<file path="config.mk">
export PLATFORM = sky130hd
export DESIGN_NAME = alu_op_scheduler
export DESIGN_NICKNAME = d
export VERILOG_FILES = /design/src/rtl/alu_op_scheduler.sv
export SDC_FILE = /design/constraint.sdc
export NUM_CORES = 1
export LEC_CHECK = 0
export ABC_CLOCK_PERIOD_IN_PS = 2300
export CAP_MARGIN = 20
export CORE_UTILIZATION = 39
export CTS_CLUSTER_DIAMETER = 40
export DETAILED_ROUTE_END_ITERATION = 10
export GPL_TIMING_DRIVEN = 0
export PLACE_DENSITY = 0.81
export SLEW_MARGIN = 0
export SYNTH_ARGS = -nofsm -noshare
export SYNTH_HDL_FRONTEND = slang
export SYNTH_SLANG_ARGS = --single-unit
export TNS_END_PERCENT = 50
</file>
<file path="constraint.sdc">
create_clock -name CLK -period 2.3 [get_ports CLK]
set_clock_uncertainty 0.2 [all_clocks]
set_input_delay 0.345 -clock CLK [delete_from_list [all_inputs] [get_ports CLK]]
set_output_delay 0.345 -clock CLK [all_outputs]
set_load 0.02 [all_outputs]
</file>
<file path="src/rtl/alu_op_scheduler.sv">
// Shares one ALU between two requesters over valid/ready handshakes.
// Define ALU_SCHED_FIXED_PRIO_EN for fixed priority (REQ0 wins) instead of round-robin.
module alu_op_scheduler #(
   parameter int WIDTH   = 16,
   parameter int ALU_LAT = 1
) (
   input  logic             CLK,
   input  logic             RST,
   input  logic             REQ0_VALID,
   output logic             REQ0_READY,
   input  logic [3:0]       REQ0_FUN,
   input  logic [WIDTH-1:0] REQ0_A,
   input  logic [WIDTH-1:0] REQ0_B,
   input  logic             REQ1_VALID,
   output logic             REQ1_READY,
   input  logic [3:0]       REQ1_FUN,
   input  logic [WIDTH-1:0] REQ1_A,
   input  logic [WIDTH-1:0] REQ1_B,
   output logic [3:0]       ALU_FUN,
   output logic [WIDTH-1:0] ALU_A,
   output logic [WIDTH-1:0] ALU_B,
   output logic             ALU_EN,
   input  logic [WIDTH-1:0] ALU_OUT,
   output logic             RES_VALID,
   input  logic             RES_READY,
   output logic [WIDTH-1:0] RES_DATA,
   output logic             RES_ID
);

   typedef enum logic [1:0] {
      S_IDLE,
      S_ISSUE,
      S_WAIT,
      S_RESP
   } state_t;

   state_t           state_q, state_d;
   logic [2:0]       cnt_q, cnt_d;
   logic [3:0]       fun_q, fun_d;
   logic [WIDTH-1:0] a_q, a_d;
   logic [WIDTH-1:0] b_q, b_d;
   logic             id_q, id_d;
   logic [WIDTH-1:0] res_data_q, res_data_d;
   logic             res_id_q, res_id_d;
   logic             gnt1;
   logic             hs;

`ifndef ALU_SCHED_FIXED_PRIO_EN
   logic             last_q, last_d;
`endif

   // Pick the requester that would win a handshake this cycle
   always_comb begin
      gnt1 = 1'b0;
`ifdef ALU_SCHED_FIXED_PRIO_EN
      gnt1 = ~REQ0_VALID & REQ1_VALID;
`else
      if (REQ0_VALID && REQ1_VALID) begin
         gnt1 = ~last_q;
      end else begin
         gnt1 = ~REQ0_VALID & REQ1_VALID;
      end
`endif
   end

   // Next-state, handshake and datapath capture
   always_comb begin
      state_d    = state_q;
      cnt_d      = cnt_q;
      fun_d      = fun_q;
      a_d        = a_q;
      b_d        = b_q;
      id_d       = id_q;
      res_data_d = res_data_q;
      res_id_d   = res_id_q;
`ifndef ALU_SCHED_FIXED_PRIO_EN
      last_d     = last_q;
`endif
      REQ0_READY = 1'b0;
      REQ1_READY = 1'b0;
      ALU_EN     = 1'b0;
      RES_VALID  = 1'b0;
      hs         = 1'b0;
      unique case (state_q)
         S_IDLE: begin
            REQ0_READY = REQ0_VALID & ~gnt1;
            REQ1_READY = REQ1_VALID & gnt1;
            hs         = REQ0_READY | REQ1_READY;
            if (hs) begin
               fun_d   = gnt1 ? REQ1_FUN : REQ0_FUN;
               a_d     = gnt1 ? REQ1_A : REQ0_A;
               b_d     = gnt1 ? REQ1_B : REQ0_B;
               id_d    = gnt1;
`ifndef ALU_SCHED_FIXED_PRIO_EN
               last_d  = gnt1;
`endif
               state_d = S_ISSUE;
            end
         end
         S_ISSUE: begin
            ALU_EN  = 1'b1;
            cnt_d   = 3'(ALU_LAT);
            state_d = S_WAIT;
         end
         S_WAIT: begin
            if (cnt_q == 3'd1) begin
               res_data_d = ALU_OUT;
               res_id_d   = id_q;
               cnt_d      = 3'd0;
               state_d    = S_RESP;
            end else begin
               cnt_d = cnt_q - 3'd1;
            end
         end
         S_RESP: begin
            RES_VALID = 1'b1;
            if (RES_READY) begin
               state_d = S_IDLE;
            end
         end
         default: begin
            state_d = S_IDLE;
         end
      endcase
   end

   // State and datapath registers
   always_ff @(posedge CLK or negedge RST) begin
      if (!RST) begin
         state_q    <= S_IDLE;
         cnt_q      <= 3'd0;
         fun_q      <= 4'd0;
         a_q        <= '0;
         b_q        <= '0;
         id_q       <= 1'b0;
         res_data_q <= '0;
         res_id_q   <= 1'b0;
      end else begin
         state_q    <= state_d;
         cnt_q      <= cnt_d;
         fun_q      <= fun_d;
         a_q        <= a_d;
         b_q        <= b_d;
         id_q       <= id_d;
         res_data_q <= res_data_d;
         res_id_q   <= res_id_d;
      end
   end

`ifndef ALU_SCHED_FIXED_PRIO_EN
   // Round-robin pointer; reset favours REQ0 first
   always_ff @(posedge CLK or negedge RST) begin
      if (!RST) begin
         last_q <= 1'b1;
      end else begin
         last_q <= last_d;
      end
   end
`endif

   assign ALU_FUN  = fun_q;
   assign ALU_A    = a_q;
   assign ALU_B    = b_q;
   assign RES_DATA = res_data_q;
   assign RES_ID   = res_id_q;

endmodule

</file>
==> results of run 1 <==
state kept, by name, summed over array words and instances, names as in the netlist:
name / cells
RES_ID: 1
cnt_q: 3
ALU_A: 16
last_q: 1
ALU_B: 16
state_q: 2
RES_DATA: 16
id_q: 1
ALU_FUN: 4
final timing paths:
| path | depth (start not counted) | slack, ns | endpoint |
|---|---|---|---|
| setup / recovery | 5 | 0.10 | REQ0_READY |
| hold / removal | 2 | 0.23 | last_q$_DFFE_PN1P_ |
| setup reg to reg | 5 | 0.33 | state_q[1]$_DFFE_PN0P_ |
| hold reg to reg | 1 | 0.27 | id_q$_DFFE_PN0P_ |
| max in group asynchronous | 3 | 1.01 | ALU_A[2]$_DFFE_PN0P_ |
| min in group asynchronous | 2 | 0.31 | cnt_q[1]$_DFFE_PN0P_ |
routing by layer:
layer	part of all wire	up-vias	wire length, um
li1	-	1132	-
met1	0.41	1085	2771
met2	0.50	91	3387
met3	0.080	7	539
met4	0.0083	0	56
met5	0	-	0
cells by family after synthesis:
kind of cell,after synthesis
fa+ha+maj,7
simple gates,48
compound gates,47
flops,60
buf+inv,18
mux,54
metrics by stage:
step | TNS (ns) | setup slack, ns | hold WS, ns | util | total power, mW
detailed placement | -0.9104 | -0.4778 | 0.1400 | 0.6416 | 5.011
floorplan | 0 | 0.4489 | -0.1506 | - | 3.554
finish | 0 | 0.1046 | 0.2325 | 0.6676 | 5.761
global placement | -72.53 | -1.209 | 0.2604 | 0.6394 | 4.911
global route | 0 | 0.02154 | 0.2597 | 0.6676 | 6.164
CTS | 0 | 0.07030 | 0.2325 | 0.6676 | 5.829
what timing repair did:
item | 4_1_cts | 5_1_grt
endpoints found under the setup margin | 2 | 0
gates resized for setup | 10 | 0
endpoints found under the hold margin | 19 | 0
hold buffers | 1 | 0
layout by cell type (no fill, tap or decap), types with 2 or more instances in the layout:
master,synthesis,routed
a21oi_1,2,2
clkbuf_8,0,10
a31oi_1,2,2
mux2_2,18,18
nor2b_1,2,2
dfrtp_1,59,59
o21ai_0,20,20
dlygate4sd2_1,0,2
nand2_1,38,38
clkbuf_1,7,8
clkinv_2,0,4
mux2i_1,36,36
ha_1,7,7
buf_8,2,3
buf_2,0,2
clkdlybuf4s50_1,0,144
inv_1,6,6
o21ai_1,18,18
layout make-up:
class                      count  area share
tap                           96     0.02648
multi-input combinational    156      0.2472
timing repair buffer         151      0.3330
clock buffer                  11     0.03117
inverter                       6    0.004966
clock inverter                 5    0.006069
sequential                    60      0.3313
buffer                        12     0.01986
power by group through the flow:
| stage | combinational [mW] | clock (mW) | sequential (mW) |
|---|---|---|---|
| 3_5_place_dp | 3.14 | 0 | 1.87 |
| 6_report | 3.10 | 0.807 | 1.85 |
| 2_1_floorplan | 1.14 | 0 | 2.42 |
| 3_3_place_gp | 3.07 | 0 | 1.84 |
| 4_1_cts | 3.14 | 0.827 | 1.86 |
| 5_1_grt | 3.36 | 0.879 | 1.92 |
worst max-delay path: stages, from the launching register on:
cell and delay [ns]:
dfstp_2 0.54, a21bo_2 0.16, buf_8 0.16, buf_8 0.16, nor2b_1 0.13, buf_2 0.17
==> key figures, run 1 <==
Logic synthesis
  • Yosys Warn Count: 0
  • Unique masters post-synth: 29
  • Syn Nets: 334
  • Adder-Cell Fraction of Synth Area: 0.03205
  • Most frequent cell after synthesis: dfrtp_1
  • Mux cell area share after synthesis: 0.2060
  • Largest family of logic cells by synthesized area: multiplexers
  • Synth top cells by count: dfrtp_1 (59), nand2_1 (38), mux2i_1 (36)
  • Compound-cell area share of the yosys netlist: 0.09386
  • EDFF count, synth: 0
  • Top_reg_cell synth: dfrtp_1
  • Cell taking the most area after synthesis: dfrtp_1
  • Simple-gate share of the synthesized area: 0.07830
  • Seq/Total Area, Yosys: 0.5499
  • Mean post-synth cell area: 11.68 um2
  • Post-synth top area share: 0.5403
  • Mapped Area: 2733 um2
  • Yosys reg bits: 60
  • Post-synth ARST share: 1.000
  • Syn Inst Count: 234
  • Synth area leaders: dfrtp_1 (54%), mux2i_1 (13%), mux2_2 (7.4%), nand2_1 (5.2%), o21ai_0 (3.7%)
  • XOR/XNOR Fraction of Synth Area: 0

Clock tree
  • CTS Buf Count: 9
  • CTS tree: built
  • Post-CTS Setup Inserts: 0
  • CTS root buf: clkbuf_8
  • Worst-Skew Late Latency: 0.33 ns
  • H-tree depth: 3
  • Clock slew at reported path FFs: 0.07 ns
  • Clock Sink Count: 60
  • Max clock buf depth: 2

Final layout
  • Post-route cell area: 4536 um2
  • Layout cells sized above 1: 0.1172
  • Area of the multi-input gates: 1121 um2
  • Synth-to-Final Area Change: 65.98%
  • Finished Layout Cells: 497
  • Layout Nets: 496
  • Storage cell area: 1503 um2
  • Filler Cell Count: 562
  • Diodes inserted: 0

Floorplan
  • Core Box Area: 6794 um2
  • Die footprint: 7345 um2
  • DIE HEIGHT: 85.71 um
  • Die extent in x: 85.71 um
  • Io pins: 150
  • Rows: 30
  • Initial Util: 0.4022

STA
  • Maximum clock frequency: 455.5 MHz
  • Tcrit/Tclk final: 0.9545
  • Relative slew slack: 0.6640
  • Minimum clock period after layout: 2.195 ns
  • Final hold viol count: 0
  • Worst slew pin tran: 0.5040 ns
  • # setup viols final: 0
  • RSZ-0062 raised after global routing: false
  • Max Transition Viols Final: 0

Place
  • Placed Cells: 480
  • Gp weighted congestion: 0.7497
  • Port Buffer Count: 149
  • Post-DP Area: 4359 um2
  • HPWL after DPL: 5243 um

GRT
  • Vias in the first global route: 2412
  • GRT busiest layer: met2
  • Grt met1 use: 0.2314
  • Initial antenna violation count: 0
  • Global route overflow: 0
  • Largest net degree at the start of global routing: 41
  • Met3 GRT Util: 0.06545
  • Met2 GRT Util: 0.3280
  • GRT Overall Usage: 0.1949
  • First-pass GRT wire length: 11190 um

Setup path
  • Required time worst endpoint: 1.75 ns
  • Startpoint Class: flip-flop
  • Worst R2R Start: state_q[0]$_DFFE_PN0P_
  • Arrival time at the worst endpoint: 1.65 ns
  • Critical path type: flip-flop to output pin
  • Setup crit end kind: output pin
  • Setup crit start: last_q$_DFFE_PN1P_
  • Crit path max fanout: 10

Power
  • Net Switching: 2.216 mW
  • Peak VDD IR: 573.3 uV
  • Pint: 3.546 mW
  • Clock power frac: 0.140
  • Leak: 2.057 nW
  • Sequential Power Share: 0.321
  • Comb pwr share: 0.539
  • Pwr dens: 1270 nW/um2
  • Switching share of power: 0.3846

Detailed routing
  • Drt total wl: 6754 um
  • Drc violations: 0
  • Final antenna-violating net count: 0
  • Drt wl/cell: 13.59 um
  • Initial DRC count: 40
  • Via count: 2315
  • DR pass1 iterations: 4
  • DR vias/cell: 4.658

Run
  • MaxCap Viol Count: 0

Min path
  • HP Class: input port to flip-flop
  • Hold path start: REQ0_VALID

Status
  • Status: finished clean
Power figures use the tool's default switching activity.
==> run 2: changes to the inputs <==
Settings changed: CORE_UTILIZATION 39 to 40, DONT_BUFFER_PORTS set to 1, PLACE_DENSITY 0.81 to not set, SKIP_CTS_REPAIR_TIMING set to 1.
==> key figures, run 2 (synthesized netlist as in run 1, its figures left out) <==
Status
  • Status: finished with violations (was finished clean)
  • Failing checks: DRC, hold timing

Floorplan
  • Core Box Area: 6459 um2 (was 6794 um2)
  • Io pins: 150 (unchanged)
  • Rows: 29 (was 30)
  • Die extent in x: 84.66 um (was 85.71 um)
  • DIE HEIGHT: 84.66 um (was 85.71 um)
  • Die footprint: 7166 um2 (was 7345 um2)
  • Initial Util: 0.4231 (was 0.4022)

Place
  • Placed Cells: 311 (was 480)
  • HPWL after DPL: 4059 um (was 5243 um)
  • Gp weighted congestion: 0.6964 (was 0.7497)
  • Pre-CTS setup slack: 0.3018 ns (was -0.4778 ns)
  • Port Buffer Count: 0 (was 149)

Clock tree
  • Worst-Skew Late Latency: 0.33 ns (about the same)
  • H-tree depth: 3 (unchanged)
  • CTS Buf Count: 9 (unchanged)
  • CTS tree: built (unchanged)
  • Clock Sink Count: 60 (unchanged)
  • Max clock buf depth: 2 (unchanged)
  • CTS root buf: clkbuf_8 (unchanged)
  • Clock slew at reported path FFs: 0.07 ns (about the same)

Run
  • MaxCap Viol Count: 0 (unchanged)

Detailed routing
  • DR vias/cell: 5.332 (was 4.658)
  • Final antenna-violating net count: 0 (unchanged)
  • Drt total wl: 6006 um (was 6754 um)
  • Initial DRC count: 73 (was 40)
  • Drc violations: 8 (was 0)
  • DR pass1 iterations: 9 (was 4)
  • Via count: 1861 (was 2315)
  • Drt wl/cell: 17.21 um (was 13.59 um)

Setup path
  • Register-to-Register Path Depth: 6 (was 5)
  • R2r setup slk: 0.09 ns (was 0.33 ns)
  • RR Endpoint: ALU_A[3]$_DFFE_PN0P_ (was state_q[1]$_DFFE_PN0P_)
  • Critical path type: flip-flop to flip-flop (was flip-flop to output pin)
  • Startpoint Class: flip-flop (unchanged)
  • Arrival time at the worst endpoint: 2.22 ns (was 1.65 ns)
  • Required time worst endpoint: 2.31 ns (was 1.75 ns)
  • Worst R2R Start: last_q$_DFFE_PN1P_ (was state_q[0]$_DFFE_PN0P_)
  • Setup crit end kind: flip-flop (was output pin)
  • Crit path max fanout: 10 (unchanged)

Final layout
  • Layout cells sized above 1: 0.1581 (was 0.1172)
  • Commonest non-fill, non-tap cell in the layout: dfrtp_1 (was clkdlybuf4s50_1)
  • Fin util: 0.5037 (was 0.6676)
  • Finished Layout Cells: 349 (was 497)
  • Most frequent cells in the layout: dfrtp_1 (59), nand2_1 (38), mux2i_1 (36) (was clkdlybuf4s50_1 (144), dfrtp_1 (59), nand2_1 (38))
  • Layout Nets: 368 (was 496)
  • Diodes inserted: 0 (unchanged)
  • Synth-to-Final Area Change: 19.05% (was 65.98%)

Power
  • Overall power: 4.766 mW (was 5.761 mW)
  • Leak: 1.572 nW (was 2.057 nW)
  • Pwr dens: 1465 nW/um2 (was 1270 nW/um2)
  • Peak VDD IR: 596.0 uV (was 573.3 uV)

STA
  • Final hold viol count: 1 (was 0)
  • Maximum clock frequency: 452.2 MHz (was 455.5 MHz)
  • # setup viols final: 0 (unchanged)
  • Max Transition Viols Final: 0 (unchanged)
  • Minimum clock period after layout: 2.211 ns (was 2.195 ns)
  • Tcrit/Tclk final: 0.9615 (was 0.9545)
  • Worst slew pin tran: 0.6366 ns (was 0.5040 ns)
  • Post-route setup slack: 0.08865 ns (was 0.1046 ns)
  • Relative slew slack: 0.5756 (was 0.6640)
  • Min Hold Slack: -0.02981 ns (was 0.2325 ns)

GRT
  • Met3 GRT Util: 0.06195 (was 0.06545)
  • Global route overflow: 0 (unchanged)
  • Initial antenna violation count: 0 (unchanged)
  • Grt met1 use: 0.2001 (was 0.2314)
  • First-pass GRT wire length: 8956 um (was 11190 um)
  • Met2 GRT Util: 0.2550 (was 0.3280)
  • GRT Overall Usage: 0.1641 (was 0.1949)
  • Vias in the first global route: 1808 (was 2412)
  • Largest net degree at the start of global routing: 61 (was 41)
  • GRT busiest layer: met2 (unchanged)

Min path
  • Hold Path End: last_q$_DFFE_PN1P_ (unchanged)
  • HP Class: input port to flip-flop (unchanged)
  • Hold path start: REQ1_VALID (was REQ0_VALID)
  • Hold path depth: 2 (unchanged)
## run 2: area by class of cell
cell class                      instances  area [um2]
Sequential cell                        60        1503
Buffer                                 12       86.33
Inverter                                6       22.52
Multi-Input combinational cell        156        1129
Fill cell                             616        3206
Clock buffer                           13       158.9
Clock inverter                          2       10.01
Tap cell                               77       96.34
Timing Repair Buffer                   23       247.7
## run 2: metal layers
metal,share of wire,up-vias,routed length [um]
met2,0.48,101,2890
met5,0,-,0
met4,0.011,0,66
met1,0.41,878,2461
met3,0.098,6,588
li1,-,876,-
## run 2: how the worst max path moves through the flow
stage,start,endpoint,slack (ns),cells past startpoint
final,last_q$_DFFE_PN1P_,ALU_A[3]$_DFFE_PN0P_,0.09,6
after global placement,last_q$_DFFE_PN1P_,REQ0_READY,0.31,4
after global routing,last_q$_DFFE_PN1P_,ALU_A[3]$_DFFE_PN0P_,-0.002,6
after detailed placement,last_q$_DFFE_PN1P_,REQ0_READY,0.30,4
after floorplan,last_q$_DFFE_PN1P_,REQ0_READY,0.45,4
after CTS,last_q$_DFFE_PN1P_,REQ0_READY,-0.07,4
## run 2: critical path, stage by stage, from the launching register on
cell	delay (ns)
dfstp_2	0.54
a21bo_2	0.15
buf_6	0.18
buf_8	0.17
mux2i_1	0.21
dlygate4sd3_1	0.57
o21ai_1	0.05
## run 2: report_power, final
part           total, mW  switching (mW)  internal (mW)
combinational       1.43           0.764          0.665
sequential          2.51           0.928           1.58
clock              0.824           0.383          0.441
## run 2: stage by stage
stage               cell area [um2]   TNS [ns]
global placement               2829          0
CTS                            2998   -0.06620
finish                         3253          0
detailed placement             2829          0
floorplan                      2733          0
global route                   3253  -0.002002
